**src/rtl/gfau_pkg.sv**
```systemverilog
// Shared constants for the GF(p) arithmetic unit: default width, opcodes, FSM encoding.
package gfau_pkg;

    localparam int SIZE_DEF = 32;

    localparam logic [1:0] OP_ADD  = 2'd0;
    localparam logic [1:0] OP_SUB  = 2'd1;
    localparam logic [1:0] OP_MULT = 2'd2;
    localparam logic [1:0] OP_DIV  = 2'd3;

    typedef enum logic [2:0] {
        ST_IDLE = 3'd0,
        ST_ADD  = 3'd1,
        ST_SUB  = 3'd2,
        ST_MULT = 3'd3,
        ST_DIV  = 3'd4,
        ST_DONE = 3'd5
    } state_t;

endpackage

```
**src/rtl/gfau_div_core.sv**
```systemverilog
// Modular divider a * b^-1 mod p using binary extended Euclid, one reduction step per cycle.
// Only instantiated when GFAU_DIV_EN is defined.
module gfau_div_core #(
    parameter int SIZE = 32
) (
    input  logic            clk_i,
    input  logic            rst_ni,
    input  logic            start_i,
    input  logic [SIZE-1:0] a_i,
    input  logic [SIZE-1:0] b_i,
    input  logic [SIZE-1:0] p_i,
    output logic            done_o,
    output logic [SIZE-1:0] quotient_o
);

    localparam int CW = $clog2(2 * SIZE);
    localparam logic [SIZE-1:0] ONE = SIZE'(1);

    logic [SIZE-1:0] u_q, v_q, x1_q, x2_q, p_q;
    logic [SIZE-1:0] u_d, v_d, x1_d, x2_d;
    logic [CW-1:0]   cnt_q;
    logic            busy_q;

    function automatic logic [SIZE-1:0] halve(input logic [SIZE-1:0] x, input logic [SIZE-1:0] m);
        logic [SIZE:0] s;
        s = x[0] ? ({1'b0, x} + {1'b0, m}) : {1'b0, x};
        return SIZE'(s >> 1);
    endfunction

    function automatic logic [SIZE-1:0] sub_mod(input logic [SIZE-1:0] x, input logic [SIZE-1:0] y,
                                                 input logic [SIZE-1:0] m);
        return (x >= y) ? (x - y) : (x - y + m);
    endfunction

    // u==0 covers b==0 (quotient 0); cnt==0 bounds runs with out-of-range operands.
    assign done_o     = busy_q && ((u_q == ONE) || (v_q == ONE) || (u_q == '0) || (cnt_q == '0));
    assign quotient_o = (u_q == ONE) ? x1_q : ((v_q == ONE) ? x2_q : '0);

    // Both-odd branch halves the (even) difference in the same cycle.
    always_comb begin
        u_d  = u_q;
        v_d  = v_q;
        x1_d = x1_q;
        x2_d = x2_q;
        if (!u_q[0]) begin
            u_d  = u_q >> 1;
            x1_d = halve(x1_q, p_q);
        end else if (!v_q[0]) begin
            v_d  = v_q >> 1;
            x2_d = halve(x2_q, p_q);
        end else if (u_q >= v_q) begin
            u_d  = (u_q - v_q) >> 1;
            x1_d = halve(sub_mod(x1_q, x2_q, p_q), p_q);
        end else begin
            v_d  = (v_q - u_q) >> 1;
            x2_d = halve(sub_mod(x2_q, x1_q, p_q), p_q);
        end
    end

    always_ff @(posedge clk_i or negedge rst_ni) begin
        if (!rst_ni) begin
            u_q    <= '0;
            v_q    <= '0;
            x1_q   <= '0;
            x2_q   <= '0;
            p_q    <= '0;
            cnt_q  <= '0;
            busy_q <= 1'b0;
        end else if (start_i) begin
            u_q    <= b_i;
            v_q    <= p_i;
            x1_q   <= a_i;
            x2_q   <= '0;
            p_q    <= p_i;
            cnt_q  <= CW'(2 * SIZE - 1);
            busy_q <= 1'b1;
        end else if (busy_q) begin
            if (done_o) begin
                busy_q <= 1'b0;
            end else begin
                u_q   <= u_d;
                v_q   <= v_d;
                x1_q  <= x1_d;
                x2_q  <= x2_d;
                cnt_q <= cnt_q - 1'b1;
            end
        end
    end

endmodule

```
**src/rtl/gfau.sv**
```systemverilog
// GF(p) arithmetic unit: add/sub/mult (serial MSB-first) with optional divider.
// Define GFAU_DIV_EN to build the inverter; otherwise opcode 3 returns 0 after one cycle.
//
// state | meaning
// IDLE  | wait for done_from_control, capture operands and opcode
// ADD   | one-cycle modular add
// SUB   | one-cycle modular subtract
// MULT  | SIZE cycles of shift-add, one multiplier bit per cycle
// DIV   | wait for divider core (or one cycle when divider is not built)
// DONE  | one-cycle completion pulse, result already registered
module gfau
    import gfau_pkg::*;
#(
    parameter int SIZE = SIZE_DEF
) (
    input  logic            i_clk,
    input  logic            i_rst,
    input  logic [SIZE-1:0] in_0,
    input  logic [SIZE-1:0] in_1,
    input  logic [SIZE-1:0] prime,
    input  logic [1:0]      operation_select,
    input  logic            done_from_control,
    output logic [SIZE-1:0] result,
    output logic            done_to_control,
    output logic            done_add,
    output logic            done_sub,
    output logic            done_mult,
    output logic            done_div,
    output logic [2:0]      state
);

    localparam int AW = SIZE + 2;
    localparam int MW = $clog2(SIZE);

    state_t          state_q, state_d;
    logic [SIZE-1:0] a_q, b_q, p_q;
    logic [1:0]      op_q;
    logic [SIZE-1:0] result_q, result_d;
    logic [SIZE-1:0] acc_q, acc_d;
    logic [MW-1:0]   mcnt_q, mcnt_d;
    logic            capture;

    logic [SIZE:0]   sum_w;
    logic [SIZE-1:0] add_res, sub_res, mstep;
    logic [AW-1:0]   pw, dbl, dbl_r, madd;

    assign capture = (state_q == ST_IDLE) && done_from_control;

    assign sum_w   = {1'b0, a_q} + {1'b0, b_q};
    assign add_res = (sum_w >= {1'b0, p_q}) ? SIZE'(sum_w - {1'b0, p_q}) : sum_w[SIZE-1:0];
    assign sub_res = (a_q < b_q) ? (a_q - b_q + p_q) : (a_q - b_q);

    // acc stays < p: double, reduce, add a, reduce.
    assign pw    = {2'b00, p_q};
    assign dbl   = {1'b0, acc_q, 1'b0};
    assign dbl_r = (dbl >= pw) ? (dbl - pw) : dbl;
    assign madd  = dbl_r + (b_q[mcnt_q] ? {2'b00, a_q} : '0);
    assign mstep = (madd >= pw) ? SIZE'(madd - pw) : SIZE'(madd);

`ifdef GFAU_DIV_EN
    logic            div_start;
    logic            div_done;
    logic [SIZE-1:0] div_quot;

    gfau_div_core #(.SIZE(SIZE)) u_div (
        .clk_i      (i_clk),
        .rst_ni     (i_rst),
        .start_i    (div_start),
        .a_i        (in_0),
        .b_i        (in_1),
        .p_i        (prime),
        .done_o     (div_done),
        .quotient_o (div_quot)
    );
`endif

    always_comb begin
        state_d  = state_q;
        result_d = result_q;
        acc_d    = acc_q;
        mcnt_d   = mcnt_q;
`ifdef GFAU_DIV_EN
        div_start = 1'b0;
`endif
        case (state_q)
            ST_IDLE: begin
                if (done_from_control) begin
                    acc_d  = '0;
                    mcnt_d = MW'(SIZE - 1);
                    case (operation_select)
                        OP_ADD:  state_d = ST_ADD;
                        OP_SUB:  state_d = ST_SUB;
                        OP_MULT: state_d = ST_MULT;
                        OP_DIV: begin
                            state_d = ST_DIV;
`ifdef GFAU_DIV_EN
                            div_start = 1'b1;
`endif
                        end
                    endcase
                end
            end
            ST_ADD: begin
                result_d = add_res;
                state_d  = ST_DONE;
            end
            ST_SUB: begin
                result_d = sub_res;
                state_d  = ST_DONE;
            end
            ST_MULT: begin
                acc_d  = mstep;
                mcnt_d = mcnt_q - 1'b1;
                if (mcnt_q == '0) begin
                    result_d = mstep;
                    state_d  = ST_DONE;
                end
            end
            ST_DIV: begin
`ifdef GFAU_DIV_EN
                if (div_done) begin
                    result_d = div_quot;
                    state_d  = ST_DONE;
                end
`else
                result_d = '0;
                state_d  = ST_DONE;
`endif
            end
            ST_DONE: state_d = ST_IDLE;
            default: state_d = ST_IDLE;
        endcase
    end

    always_ff @(posedge i_clk or negedge i_rst) begin
        if (!i_rst) begin
            state_q  <= ST_IDLE;
            result_q <= '0;
            acc_q    <= '0;
            mcnt_q   <= '0;
            a_q      <= '0;
            b_q      <= '0;
            p_q      <= '0;
            op_q     <= '0;
        end else begin
            state_q  <= state_d;
            result_q <= result_d;
            acc_q    <= acc_d;
            mcnt_q   <= mcnt_d;
            if (capture) begin
                a_q  <= in_0;
                b_q  <= in_1;
                p_q  <= prime;
                op_q <= operation_select;
            end
        end
    end

    assign result          = result_q;
    assign state           = state_q;
    assign done_to_control = (state_q == ST_DONE);
    assign done_add        = (state_q == ST_DONE) && (op_q == OP_ADD);
    assign done_sub        = (state_q == ST_DONE) && (op_q == OP_SUB);
    assign done_mult       = (state_q == ST_DONE) && (op_q == OP_MULT);
    assign done_div        = (state_q == ST_DONE) && (op_q == OP_DIV);

endmodule

```
**config.mk**
```make
export PLATFORM = sky130hd
export DESIGN_NAME = gfau
export DESIGN_NICKNAME = d
export VERILOG_FILES = /design/src/rtl/gfau_pkg.sv /design/src/rtl/gfau_div_core.sv /design/src/rtl/gfau.sv
export SDC_FILE = /design/constraint.sdc
export NUM_CORES = 1
export LEC_CHECK = 0
export ABC_AREA = 0
export ABC_CLOCK_PERIOD_IN_PS = 14100
export CAP_MARGIN = 10
export CORE_MARGIN = 2
export CORE_UTILIZATION = 55
export DETAILED_ROUTE_END_ITERATION = 8
export HOLD_SLACK_MARGIN = 0.08
export PLACE_DENSITY = 0.75
export RECOVER_POWER = 100
export SLEW_MARGIN = 25
export SYNTH_ARGS = -nofsm -noshare
export SYNTH_HDL_FRONTEND = slang
export SYNTH_SLANG_ARGS = --single-unit
```
**constraint.sdc**
```tcl
create_clock -name i_clk -period 14.1 [get_ports i_clk]
set_input_delay 3.525 -clock i_clk [delete_from_list [all_inputs] [get_ports i_clk]]
set_output_delay 3.525 -clock i_clk [all_outputs]
set_load 0.05 [all_outputs]
```
== Word level (Yosys, flattened, before mapping) ==
Index checks and enable logic that the tools add are counted.

* Output and inout bits: 40
* Flip-flop bits (word level): 170
* Input port bits: 101

* Reduce and logical (&&, ||, !) cells: 15
* Multiplexer cells: 17
* Add/sub/neg operators: 8
* $lt $le $gt $ge: 5
* Equal/unequal tests: 13

{| class="wikitable"
|+ Operators by type and width
! kind !! number
|-
| two-way mux 32 bit || 6
|-
| one-hot mux 32 bit (4 select lines) || 1
|-
| subtractor 32 bit || 3
|-
| greater-or-equal comparator 33 x 32 -> 1 bit || 2
|-
| one-hot mux 32 bit (2 select lines) || 1
|-
| adder 34 x 32 -> 34 bit || 1
|-
| greater-or-equal comparator 34 x 32 -> 1 bit || 1
|-
| two-way mux 34 bit || 1
|-
| subtractor 33 x 32 -> 34 bit || 1
|-
| adder 32 x 32 -> 33 bit || 1
|-
| adder 32 bit || 1
|-
| less-than comparator 32 bit || 1
|-
| one-hot mux 3 bit (4 select lines) || 1
|-
| one-hot mux 5 bit (2 select lines) || 1
|-
| one-hot mux 3 bit (3 select lines) || 1
|-
| == test 2 bit, second input constant || 4
|-
| == test 3 x 2 -> 1 bit, second input constant || 2
|-
| == test 3 bit, second input constant || 2
|-
| less-than comparator 5 x 6 -> 1 bit, second input constant || 1
|-
| two-way mux 3 bit || 2
|-
| AND reduction 2 bit || 3
|-
| binary-select mux 1 bit (select 5 bit) || 1
|-
| logical AND 1 bit || 5
|-
| zero test 5 bit || 1
|-
| 11 further kinds || 14
|}

== Logic depth before layout (Yosys ltp) ==
* Depth in word-level cells: 8
* Depth in mapped cells: 36
* Depth with buffers taken out: 33

== Least setup slack after synthesis ==
Ideal clock, no wire load.

* Path type: reg-to-reg
* Start point: register p_q[2]
* End point: register result_q[16], in the netlist result[16]
* Clock period less this slack: 7.615 ns
* Arrival time: 7.538 ns
* Slack: 6.485 ns
* Library setup time: 0.077 ns
* Stages on the path, launching flop included: 34
* Data required time: 14.023 ns
* Cells stage by stage: dfrtp_1 > inv_1 > ha_1 > nor2b_1 > o31a_1 > o31a_1 > o41ai_1 > a2111oi_1 > nor2_1 > clkbuf_1 > buf_1 > nand2_1 > o21ai_0 > ha_1 > a21oi_1 > o21ai_0 > a32o_1 > o32ai_1 > o21ai_0 > a2111oi_0 > a311o_1 > ha_1 > nand2_1 > nor3_1 > o41ai_1 > a21boi_0 > a221oi_1 > o22a_1 > a311oi_1 > a21o_1 > buf_6 > buf_4 > mux2_2 > a21oi_1

* Word-level cells in the longest chain between the ends: 7
* Elaborated cells between the ends (all ways): 14
* Classes of those cells: add/sub: 5; order compare: 3; mux: 6

{| class="wikitable"
|+ Ends and longest elaborated chain
! what !! RTL line !! text
|-
| start: declaration || gfau.sv:36 || <nowiki>logic [SIZE-1:0] a_q, b_q, p_q;</nowiki>
|-
| start signal: assignment || gfau.sv:153 || <nowiki>p_q <= prime;</nowiki>
|-
| subtractor 33 x 32 -> 34 bit or greater-or-equal comparator 33 x 32 -> 1 bit (tied branches) || gfau.sv:56 || <nowiki>assign dbl_r = (dbl >= pw) ? (dbl - pw) : dbl;</nowiki>
|-
| two-way mux 34 bit || gfau.sv:56 ||
|-
| adder 34 x 32 -> 34 bit || gfau.sv:57 || <nowiki>assign madd = dbl_r + (b_q[mcnt_q] ? {2'b00, a_q} : '0);</nowiki>
|-
| subtractor 32 bit or greater-or-equal comparator 34 x 32 -> 1 bit (tied branches) || gfau.sv:58 || <nowiki>assign mstep = (madd >= pw) ? SIZE'(madd - pw) : SIZE'(madd);</nowiki>
|-
| two-way mux 32 bit || gfau.sv:58 ||
|-
| two-way mux 32 bit || gfau.sv:114 || <nowiki>if (mcnt_q == '0) begin</nowiki>
|-
| one-hot mux 32 bit (4 select lines) * || gfau.sv:85 || <nowiki>case (state_q)</nowiki>
|-
| end signal: assignment || gfau.sv:147 || <nowiki>result_q <= result_d;</nowiki>
|-
| end: declaration || gfau.sv:38 || <nowiki>logic [SIZE-1:0] result_q, result_d;</nowiki>
|}

Mark *: on every way between the ends. The rest lies on a longest branch, timed or not. The select of a mux whose other input is x is not followed.
A chain may end at the register's enable or synchronous reset.

== Final worst setup path ==
* Start point: register p_q[2]
* End point: register result_q[6], in the netlist result[6]

The elaborated chain is that of the path after synthesis.

==> impl_metrics.ini <==
[timing]
fmax_ghz = 0.08714
period_share_pct = 81.39
period_minus_slack_ns = 11.48
worst-slew-pin-transition_ns = 3.602
slew_violations = 475
hold_violations = 0
rsz0062_at_grt = no
skew_ns = 0.01920
finalSetupViolations = 0
slew_headroom_pct = -140.1
fin_tns_setup_ns = 0

[run_status]
violations = capacitance limit, slew limit
status = finished, violations left

[setup_path]
crit_path_end_kind = flop
required_ns = 14.44
crit_type = reg -> reg
cpMaxStageDelayCell = clkbuf_1
startpoint_type = flop
cp_data_arrival_time_ns = 11.81
path_max_fanout = 62
cpPeakStageDelay_ns = 1.82

[synthesis]
synth_top_area_share_pct = 20.98
ys_ff_latch = 170
ys_seq_area_share_pct = 20.98
synth_fp_nets = 3010
synth_compound_area_share_pct = 27.28
synth_xor_area_share_pct = 7.559
synth_ff_type = dfrtp_1
avgSynthCellArea_um2 = 7.583
ys_top_cells_by_area = dfrtp_1 21%, ha_1 14%, nand2_1 7.1%, o21ai_0 6.1%, a21oi_1 5.8%
synth_top_cell_by_area = dfrtp_1
syn_area_um2 = 20280
muxShareOfSynthArea_pct = 4.628
synth_cells = 2674
synth.distinct_cells = 81
synthAdderAreaFrac_pct = 14.76
async_flop_share_pct = 100.0
synthSimpleGateAreaFrac_pct = 19.76
synth_edf_count = 0
synth_top_family_by_area = compound AO/OA/AOI/OAI gates
ys_warn_count = 0

[grt]
first_global_vias = 19390
grt_overflow = 0
antenna_found_initial = 1
grt_first_pass_wirelength_um = 110700
track_usage_pct = 37.39
grt_max_degree = 103

[floorplan]
core_area_um2 = 36430
fp.dieW_um = 196.0
start_util_pct = 55.65
rows = 70
dieArea_um2 = 38420
die_h_um = 196.0
ios = 141

[flow_run]
cap_violations = 8

[clocking]
clkSlewWorstSetupHoldPaths_ns = 0.08
cts.sinks = 170
postCtsResizedCells = 0
clk_path_buf_depth = 2
h-tree-depth = 4
insertion_delay_ns = 0.47
holdBufCountCts = 0
cts-root-buf = clkbuf_16
cts_tree = yes
numCtsBuffers = 17
cts_setup_buffers = 0

[detailed_routing]
drc = 0
drtPass1Iterations = 6
wl_per_cell_um = 22.42
drtIter0Drc = 2487
vias = 20810
vias_per_cell = 6.461
postRouteAntennaNets = 0
wl_um = 72200

[placement]
hpwl_um = 58150
place_congestion = 1.019
portBuffers = 140

[layout]
area_delta_synth_final_pct = 10.80
final_nets = 3075
drive_gt1_share_pct = 2.981

[min_path]
hold_path_class = reg -> reg
==> kinds of logic after synthesis <==
logic type      after synthesis
simple gates                878
compound gates              878
flops                       170
fa+ha+maj                   235
xor+xnor                    175
mux                          79
buf+inv                     259
==> sequential cells by signal, indices dropped and copies added, names as in the netlist <==
| signal | count |
|---|---|
| op_q | 2 |
| p_q | 32 |
| a_q | 32 |
| mcnt_q | 5 |
| state | 3 |
| result | 32 |
| acc_q | 32 |
| b_q | 32 |
==> stage by stage <==
stage / utilization (%) / cell area, um2 / instances / hold WS (ns) / worst slack, ns
floorplan: - / 20280 / 2674 / 0.4463 / 6.485
global placement: 60.28 / 21960 / 3188 / 0.4664 / 4.667
detailed placement: 60.29 / 21970 / 3188 / 0.4648 / 4.468
CTS: 61.76 / 22500 / 3219 / 0.4789 / 4.415
global route: 61.66 / 22470 / 3219 / 0.5128 / 2.084
finish: 61.67 / 22470 / 3220 / 0.4810 / 2.624
==> cells in the final DEF (no fill, tap or decap), drive strengths merged, types with 27 or more instances in the layout <==
master	Yosys	final
o21ai	250	250
nor2	187	187
ha	228	228
mux2i	51	51
nand2	381	381
nor3	44	44
dfrtp	170	170
nand4	27	27
dlygate4sd3	0	42
xor2	46	46
inv	150	154
o21bai	35	35
a21o	96	96
a211oi	31	31
nand3	48	48
clkdlybuf4s50	0	97
a31oi	33	33
nor2b	58	58
a21oi	236	236
xnor2	129	129
==> area by class of cell <==
type                       count  area (um2)
antenna                        1       2.502
clock buffer                  20       446.7
clock inverter                11       90.09
fill                        3423       13970
inverter                     150       563.0
multi-input combinational   2245       15040
sequential                   170        4254
tap                          468       585.6
timing repair buffer         155        1489
==> metal layers <==
| layer | share of wire (%) | wire length (um) | GRT usage, % | vias to the layer above |
|---|---|---|---|---|
| li1 | - | - | - | 9740 |
| met1 | 45 | 32630 | 54.98 | 9958 |
| met2 | 42 | 30640 | 55.58 | 979 |
| met3 | 9.9 | 7169 | 8.080 | 126 |
| met4 | 2.4 | 1745 | 9.315 | 2 |
| met5 | 0.018 | 13 | 0 | - |
==> worst paths after layout <==
| path | startpoint | end | slack, ns | cells after the start |
|---|---|---|---|---|
| max in group asynchronous | i_rst | b_q[30]$_DFFE_PN0P_ | 5.45 | 2 |
| worst max-delay path | p_q[2]$_DFFE_PN0P_ | result[6]$_DFFE_PN0P_ | 2.62 | 31 |
| worst min-delay path | mcnt_q[4]$_DFFE_PN0P_ | mcnt_q[4]$_DFFE_PN0P_ | 0.48 | 1 |
| worst max register to register | p_q[2]$_DFFE_PN0P_ | result[6]$_DFFE_PN0P_ | 2.62 | 31 |
| worst min register to register | mcnt_q[4]$_DFFE_PN0P_ | mcnt_q[4]$_DFFE_PN0P_ | 0.48 | 1 |
| min in group asynchronous | i_rst | state[1]$_DFFE_PN0P_ | 4.18 | 1 |
==> worst max-delay path: cells and delay by family, from the launching register on <==
kind	cells	cell delay [ns]
flip-flops	1	0.38
buffers and inverters	3	2.29
AO/OA/AOI/OAI	17	4.99
adder cells (fa/ha/maj)	3	1.28
multiplexers	2	0.63
AND/OR/NAND/NOR	6	1.72
==> synth_stat cells (31+ instances only) <==
master and instances:
mux2i_1 51, xnor2_1 129, a31oi_1 33, o21ai_0 247, inv_1 150, nand2_1 381
nor2_1 187, dfrtp_1 170, ha_1 228, a21oi_1 236, xor2_1 46, nand3_1 48
a21o_1 96, a211oi_1 31, o21bai_1 35, clkbuf_1 89, nor3_1 44, nor2b_1 58
Power is left out: the tool's default activity adds up to more than one toggle a clock period on the data nets, which glitch-free logic cannot reach.
